**src/rtl/mfp_eic_ctrl.sv**
```systemverilog
// EIC-mode interrupt controller: mask/sense/pending per channel, highest index presented to core.
// Latency: input to EIC_Interrupt is 3 edges for level channels, 2 for edge channels; IAck blanks outputs 1 cycle.
// No backpressure: requests stay pending until acked or cleared; MFP_EIC_EDGE_DETECT_EN enables edge sense.
module mfp_eic_ctrl #(
    parameter int          EIC_CHANNELS    = 32,
    parameter logic [16:0] EIC_BASE_OFFSET = 17'h200
) (
    input  logic                    SI_ClkIn,
    input  logic                    SI_Reset,
    input  logic [EIC_CHANNELS-1:0] EIC_input,
    input  logic                    EIC_IAck,
    input  logic                    reg_we,
    input  logic [1:0]              reg_addr,
    input  logic [31:0]             reg_wdata,
    output logic [31:0]             reg_rdata,
    output logic [7:0]              EIC_Interrupt,
    output logic [5:0]              EIC_Vector,
    output logic [16:0]             EIC_Offset,
    output logic [3:0]              EIC_ShadowSet
);

    typedef enum logic [1:0] {
        ST_IDLE,
        ST_PRESENT,
        ST_ACKED
    } state_t;

    localparam logic [31:0] CH_MASK = (EIC_CHANNELS >= 32) ? 32'hFFFF_FFFF
                                                           : ((32'd1 << EIC_CHANNELS) - 32'd1);

    state_t      state;
    logic        ctrl_en;
    logic [31:0] mask_r;
    logic [31:0] sense_r;
    logic [31:0] pend_r;
    logic [31:0] pend_nxt;
    logic [31:0] in_ext;
    logic [31:0] in_q;
    logic [31:0] elig;
    logic [4:0]  enc_idx;
    logic        enc_vld;

    assign EIC_ShadowSet = 4'd0;

    // Non-existent channels are tied low so nothing above EIC_CHANNELS can pend.
    always_comb begin
        in_ext = '0;
        in_ext[EIC_CHANNELS-1:0] = EIC_input;
    end

    always_ff @(posedge SI_ClkIn) begin
        if (SI_Reset) begin
            ctrl_en <= 1'b0;
            mask_r  <= '0;
            in_q    <= '0;
        end else begin
            in_q <= in_ext;
            if (reg_we && reg_addr == 2'd0)
                ctrl_en <= reg_wdata[0];
            if (reg_we && reg_addr == 2'd1)
                mask_r <= reg_wdata & CH_MASK;
        end
    end

`ifdef MFP_EIC_EDGE_DETECT_EN
    logic [31:0] edge_v;
    logic [31:0] clr_v;

    always_ff @(posedge SI_ClkIn) begin
        if (SI_Reset)
            sense_r <= '0;
        else if (reg_we && reg_addr == 2'd2)
            sense_r <= reg_wdata & CH_MASK;
    end

    // A fresh edge in the same cycle as a W1C or ack keeps the bit set.
    always_comb begin
        edge_v = in_ext & ~in_q;
        clr_v  = '0;
        if (reg_we && reg_addr == 2'd3)
            clr_v = clr_v | reg_wdata;
        if (state == ST_PRESENT && EIC_IAck)
            clr_v = clr_v | (32'd1 << EIC_Vector[4:0]);
        pend_nxt = (sense_r & (edge_v | (pend_r & ~clr_v))) | (~sense_r & in_q);
    end
`else
    assign sense_r = '0;

    always_comb begin
        pend_nxt = in_q;
    end
`endif

    always_ff @(posedge SI_ClkIn) begin
        if (SI_Reset)
            pend_r <= '0;
        else
            pend_r <= pend_nxt & CH_MASK;
    end

    assign elig = ctrl_en ? (pend_r & mask_r) : '0;

    always_comb begin
        enc_idx = '0;
        enc_vld = |elig;
        for (int i = 0; i < 32; i++) begin
            if (elig[i])
                enc_idx = 5'(i);
        end
    end

    always_comb begin
        case (reg_addr)
            2'd0:    reg_rdata = {31'd0, ctrl_en};
            2'd1:    reg_rdata = mask_r;
            2'd2:    reg_rdata = sense_r;
            default: reg_rdata = pend_r;
        endcase
    end

    // ACKED holds outputs at zero for one cycle, then re-evaluates like IDLE.
    always_ff @(posedge SI_ClkIn) begin
        if (SI_Reset) begin
            state         <= ST_IDLE;
            EIC_Interrupt <= '0;
            EIC_Vector    <= '0;
            EIC_Offset    <= '0;
        end else begin
            case (state)
                ST_PRESENT: begin
                    if (EIC_IAck) begin
                        state         <= ST_ACKED;
                        EIC_Interrupt <= '0;
                        EIC_Vector    <= '0;
                        EIC_Offset    <= '0;
                    end else if (!enc_vld) begin
                        state         <= ST_IDLE;
                        EIC_Interrupt <= '0;
                        EIC_Vector    <= '0;
                        EIC_Offset    <= '0;
                    end else begin
                        state         <= ST_PRESENT;
                        EIC_Interrupt <= {3'd0, enc_idx} + 8'd1;
                        EIC_Vector    <= {1'b0, enc_idx};
                        EIC_Offset    <= EIC_BASE_OFFSET + {7'd0, enc_idx, 5'd0};
                    end
                end
                ST_IDLE, ST_ACKED: begin
                    if (enc_vld) begin
                        state         <= ST_PRESENT;
                        EIC_Interrupt <= {3'd0, enc_idx} + 8'd1;
                        EIC_Vector    <= {1'b0, enc_idx};
                        EIC_Offset    <= EIC_BASE_OFFSET + {7'd0, enc_idx, 5'd0};
                    end else begin
                        state         <= ST_IDLE;
                        EIC_Interrupt <= '0;
                        EIC_Vector    <= '0;
                        EIC_Offset    <= '0;
                    end
                end
                default: begin
                    state         <= ST_IDLE;
                    EIC_Interrupt <= '0;
                    EIC_Vector    <= '0;
                    EIC_Offset    <= '0;
                end
            endcase
        end
    end

endmodule

```
**config.mk**
```make
export PLATFORM = sky130hd
export DESIGN_NAME = mfp_eic_ctrl
export DESIGN_NICKNAME = d
export VERILOG_FILES = /design/src/rtl/mfp_eic_ctrl.sv
export SDC_FILE = /design/constraint.sdc
export NUM_CORES = 1
export LEC_CHECK = 0
export CAP_MARGIN = 20
export CORE_MARGIN = 2
export CORE_UTILIZATION = 27
export DETAILED_ROUTE_END_ITERATION = 6
export GPL_ROUTABILITY_DRIVEN = 1
export REMOVE_ABC_BUFFERS = 1
export SETUP_SLACK_MARGIN = 0.05
export SLEW_MARGIN = 40
export SYNTH_ARGS = -nofsm -noshare
export SYNTH_HDL_FRONTEND = slang
export SYNTH_SLANG_ARGS = --single-unit
```
**constraint.sdc**
```tcl
create_clock -name SI_ClkIn -period 5.5 [get_ports SI_ClkIn]
set_clock_uncertainty 0.15 [all_clocks]
set_input_delay 1.375 -clock SI_ClkIn [delete_from_list [all_inputs] [get_ports SI_ClkIn]]
set_output_delay 1.375 -clock SI_ClkIn [all_outputs]
set_load 0.02 [all_outputs]
```
### After elaboration in Yosys (flattened, before gate mapping)

Cells that the tools add are included.
Widths: inputs -> output; s select.

| storage, ports and cells | value |
|---|---|
| word-level logic and storage cells | 66 |
| input bits | 70 |
| output and inout port bits | 67 |
| register bits after elaboration | 130 |

| cells by class | value |
|---|---|
| eq/ne operators | 4 |
| reduce and logical (&&, ||, !) cells | 6 |
| bitwise gates (word level) | 1 |
| multiplexer cells | 45 |
| $add $sub $neg | 2 |

Operators with widths:

| operator | count |
|---|---|
| $mux 5 | 32 |
| $pmux 32 s3 | 1 |
| $pmux 17 s2 | 1 |
| $and 32x32->32 | 1 |
| $mux 32 | 1 |
| $reduce_or 32->1 | 1 |
| $mux 11 | 2 |
| $pmux 8 s2 | 1 |
| $mux 6 | 2 |
| $pmux 6 s2 | 1 |
| $add 10x10->11 const A | 1 |
| $add 5x1->6 const B | 1 |
| $eq 2x1->1 const B | 2 |
| $eq 2x2->1 const B | 2 |
| $logic_not 2->1 | 2 |
| $pmux 2 s2 | 1 |
| $logic_and 1x1->1 | 2 |
| $mux 1 | 2 |
| $mux 2 | 1 |
| $reduce_or 2->1 | 1 |

### Logic depth before layout (Yosys ltp)

| depth | value |
|---|---|
| depth after elaboration | 37 |
| mapped depth | 10 |
| mapped depth without buffers | 9 |

### Worst setup path before layout

OpenSTA, ideal clock, no wires.

| timing | value |
|---|---|
| kind | input-to-output |
| from | input reg_addr[1] |
| to | output reg_rdata[10] |
| path slack | 1.376 ns |
| stages on the path | 4 |
| arrival time | 2.599 ns |
| required time | 3.975 ns |
| cells stage by stage | clkbuf_1 -> clkbuf_1 -> mux2i_1 -> nor2b_1 |

| between the ends | value |
|---|---|
| word-level cells in the longest chain between the ends | 2 |

RTL lines:

| what | RTL line | RTL |
|---|---|---|
| start, declared | 13 | `input logic [1:0] reg_addr,` |
| $eq 2x2->1 (tied with other cells) | 113 | `case (reg_addr)` |
| $pmux 32 s3 (*) | 113 |  |
| end, declared | 15 | `output logic [31:0] reg_rdata,` |

Every way passes the cells marked *; elsewhere a longest branch is shown, timed or not.

### Worst setup path in the final report

| timing | value |
|---|---|
| from | input reg_addr[0] |
| to | output reg_rdata[0] |

Same word-level chain as after synthesis.

==> metrics.csv <==
metric,value,unit
vias in the first global route,3668,
Initial Util,27.29,%
CP Class,primary input to primary output,
post-route DRC violation count,0,
Setup TNS,0,ns
Tcrit/Tclk final,84.34,%
slowest CP cell,clkdlybuf4s50_1,
# diodes,0,
Clock Tree Buf Depth,2,
worst min path class,flip-flop to flip-flop,
post-synth cell types,50,
Overall Global Routing Usage,13.36,%
endpoints failing setup,0,
largest net degree at the start of global routing,53,
most frequent cell after synthesis,dfxtp_1,
Sink Count,111,
async set-reset flop share out of synthesis,0,%
maximum vdd drop,132.5,µV
row cnt,48,
design area,6185,µm²
PD cells,261.5,nW/µm²
IO Count,137,
Yosys reg bits,111,
"Hold Vio Cnt, Final",0,
Syn Area/Cell,9.091,µm²
first-pass GRT wire length,18770,µm
final WL,11980,µm
highest routed layer,met4,
worst skew pair latency,0.35,ns
Max transition margin,51.44,%
Synth-to-Final Area Change,32.88,%
die area,18300,µm²
commonest cells in the synthesized netlist,"dfxtp_1, nor2b_1, nand2_1, a21oi_1, mux2i_1",
Pleak,0.002299,µW
core area,17060,µm²
Period minus WS final,4.639,ns
f_max,215.6,MHz
cts hold-fix bufs,0,
placer congestion estimate,0.8322,
grt ovf,0,
routed wire length on met3,679,µm
"top cells by area, synth","dfxtp_1, nor2b_1, nand2_1",
number of synthesized flops with an enable pin,0,
CP Launch Type,primary input,
routed vias,3749,
status,finished clean,
die width,135.3,µm
CP max FO,36,
share of the synthesized area in the top cell type,47.74,%
DP HPWL,8725,µm
CTS tree,yes,
PortBufs,118,
CP cell instances,clkdlybuf4s50_1 -> buf_4 -> mux2i_1 -> o21ai_0 -> clkdlybuf4s50_1,
CTS root buf,clkbuf_16,
setup bufs post-CTS,0,
drt wl/cell,14.30,µm
cell accounting for the most synthesized area,dfxtp_1,
unrepaired setup endpoints after global routing,false,
"Seq/Total Area, Yosys",47.74,%
Final ANT Viol Nets,0,
DR vias/cell,4.474,
"Top FF cell, synth",dfxtp_1,
YS warnings,0,
H-tree lvl count,3,
placed cell area,5919,µm²
Crit path top cell by count,clkdlybuf4s50_1,
CP endpoint kind,primary output,
metal1 wirelength,5314,µm
first drt pass iteration count,4,
Post-Syn Instances,512,
Slew @ Worst Pin,0.7283,ns
CP max stage delay,0.63,ns
Nets,681,
share of cells above drive strength 1,4.894,%
initial antenna violation count,0,
PostCTS Resize Cnt,0,
1st-iter DRT viols,142,
CP Data Arrival Time,3.11,ns
clk slew on worst S/H paths,0.06,ns
synthesized area,4654,µm²
CP required,3.97,ns
met2 WL,5831,µm
Slew Limit Fails,0,
CTS buffer count,9,
Die Ht,135.3,µm
Max-Cap Viols,0,
## cell usage in the layout, fill, tap and decap left out, drive strengths merged, types with 2 or more instances in the layout
master	Yosys	layout
a21o	2	2
a21oi	39	39
a221oi	2	2
a22o	11	11
a22oi	2	2
a311oi	2	2
a31oi	4	4
a41o	2	2
a41oi	2	2
and2	6	6
and3	3	3
buf	26	7
clkbuf	27	13
clkdlybuf4s50	0	116
conb	1	18
dfxtp	111	111
inv	5	5
mux2i	32	32
nand2	88	88
nand3	3	3
nand4	3	3
nor2	10	10
nor2b	97	97
nor3	2	2
o211ai	3	3
o21ai	9	9
o311ai	2	2
o31ai	2	2
## kinds of logic after synthesis
family / synth area share, %
AOI/OAI and AO/OA: 12.96
and+or+nand+nor: 24.62
DFF: 47.74
buffers and inverters: 6.935
xor gates and xnor gates: 0.1882
adders and majority gates: 0.2688
muxes: 7.204
other: 0.08057
## where the power goes
part | total, µW | internal (µW) | switching, µW
registers | 852 | 834 | 17.9
clock network | 599 | 327 | 273
logic | 166 | 87.8 | 78.3
total | 1620 | 1250 | 369
## registers in the layout, summed over array words and instances, names as in the netlist
signal         cells
EIC_Vector         4
in_q              32
mask_r            32
EIC_Offset         2
ctrl_en            1
EIC_Interrupt      6
pend_r            32
state              2
## per-stage QoR
stage	total power, µW	utilization, %	std cells	setup WS, ns	hold slack, ns
3_3_place_gp	1035	34.71	824	0.8480	0.2517
5_1_grt	1692	36.26	838	0.7918	0.2969
6_report	1617	36.26	838	0.8614	0.2713
4_1_cts	1640	36.26	838	0.8365	0.2730
2_1_floorplan	933.3	-	476	2.004	0.2414
3_5_place_dp	1038	34.71	824	0.8383	0.2610
## routing by layer
metal  track usage, %  up-vias
met3            4.040       12
met4            3.646        0
met2            22.53      113
met5                0        -
met1            16.57     1755
li1                 -     1869
## area by class of cell
class                   instances  area (µm²)
well taps                     225       281.5
clock buffers                  13       260.3
repair buffers                123        1224
fillers                      1752       10870
clock inverters                 1       5.005
multi-input cells             360        2173
inverters                       5       18.77
flip-flops and latches        111        2222
## final timing paths
check | startpoint | to | slack (ns) | cells past startpoint
max | reg_addr[0] | reg_rdata[0] | 0.86 | 5
min | state[1] | state[1] | 0.27 | 1
max reg2reg | ctrl_en | EIC_Interrupt[4] | 2.50 | 8
min reg2reg | state[1] | state[1] | 0.27 | 1
## critical path: cells and delay by family
family	cells	cell delay, ns
compound gates	1	0.17
mux	1	0.12
buf+inv	3	1.43
Power figures use the tool's default switching activity.
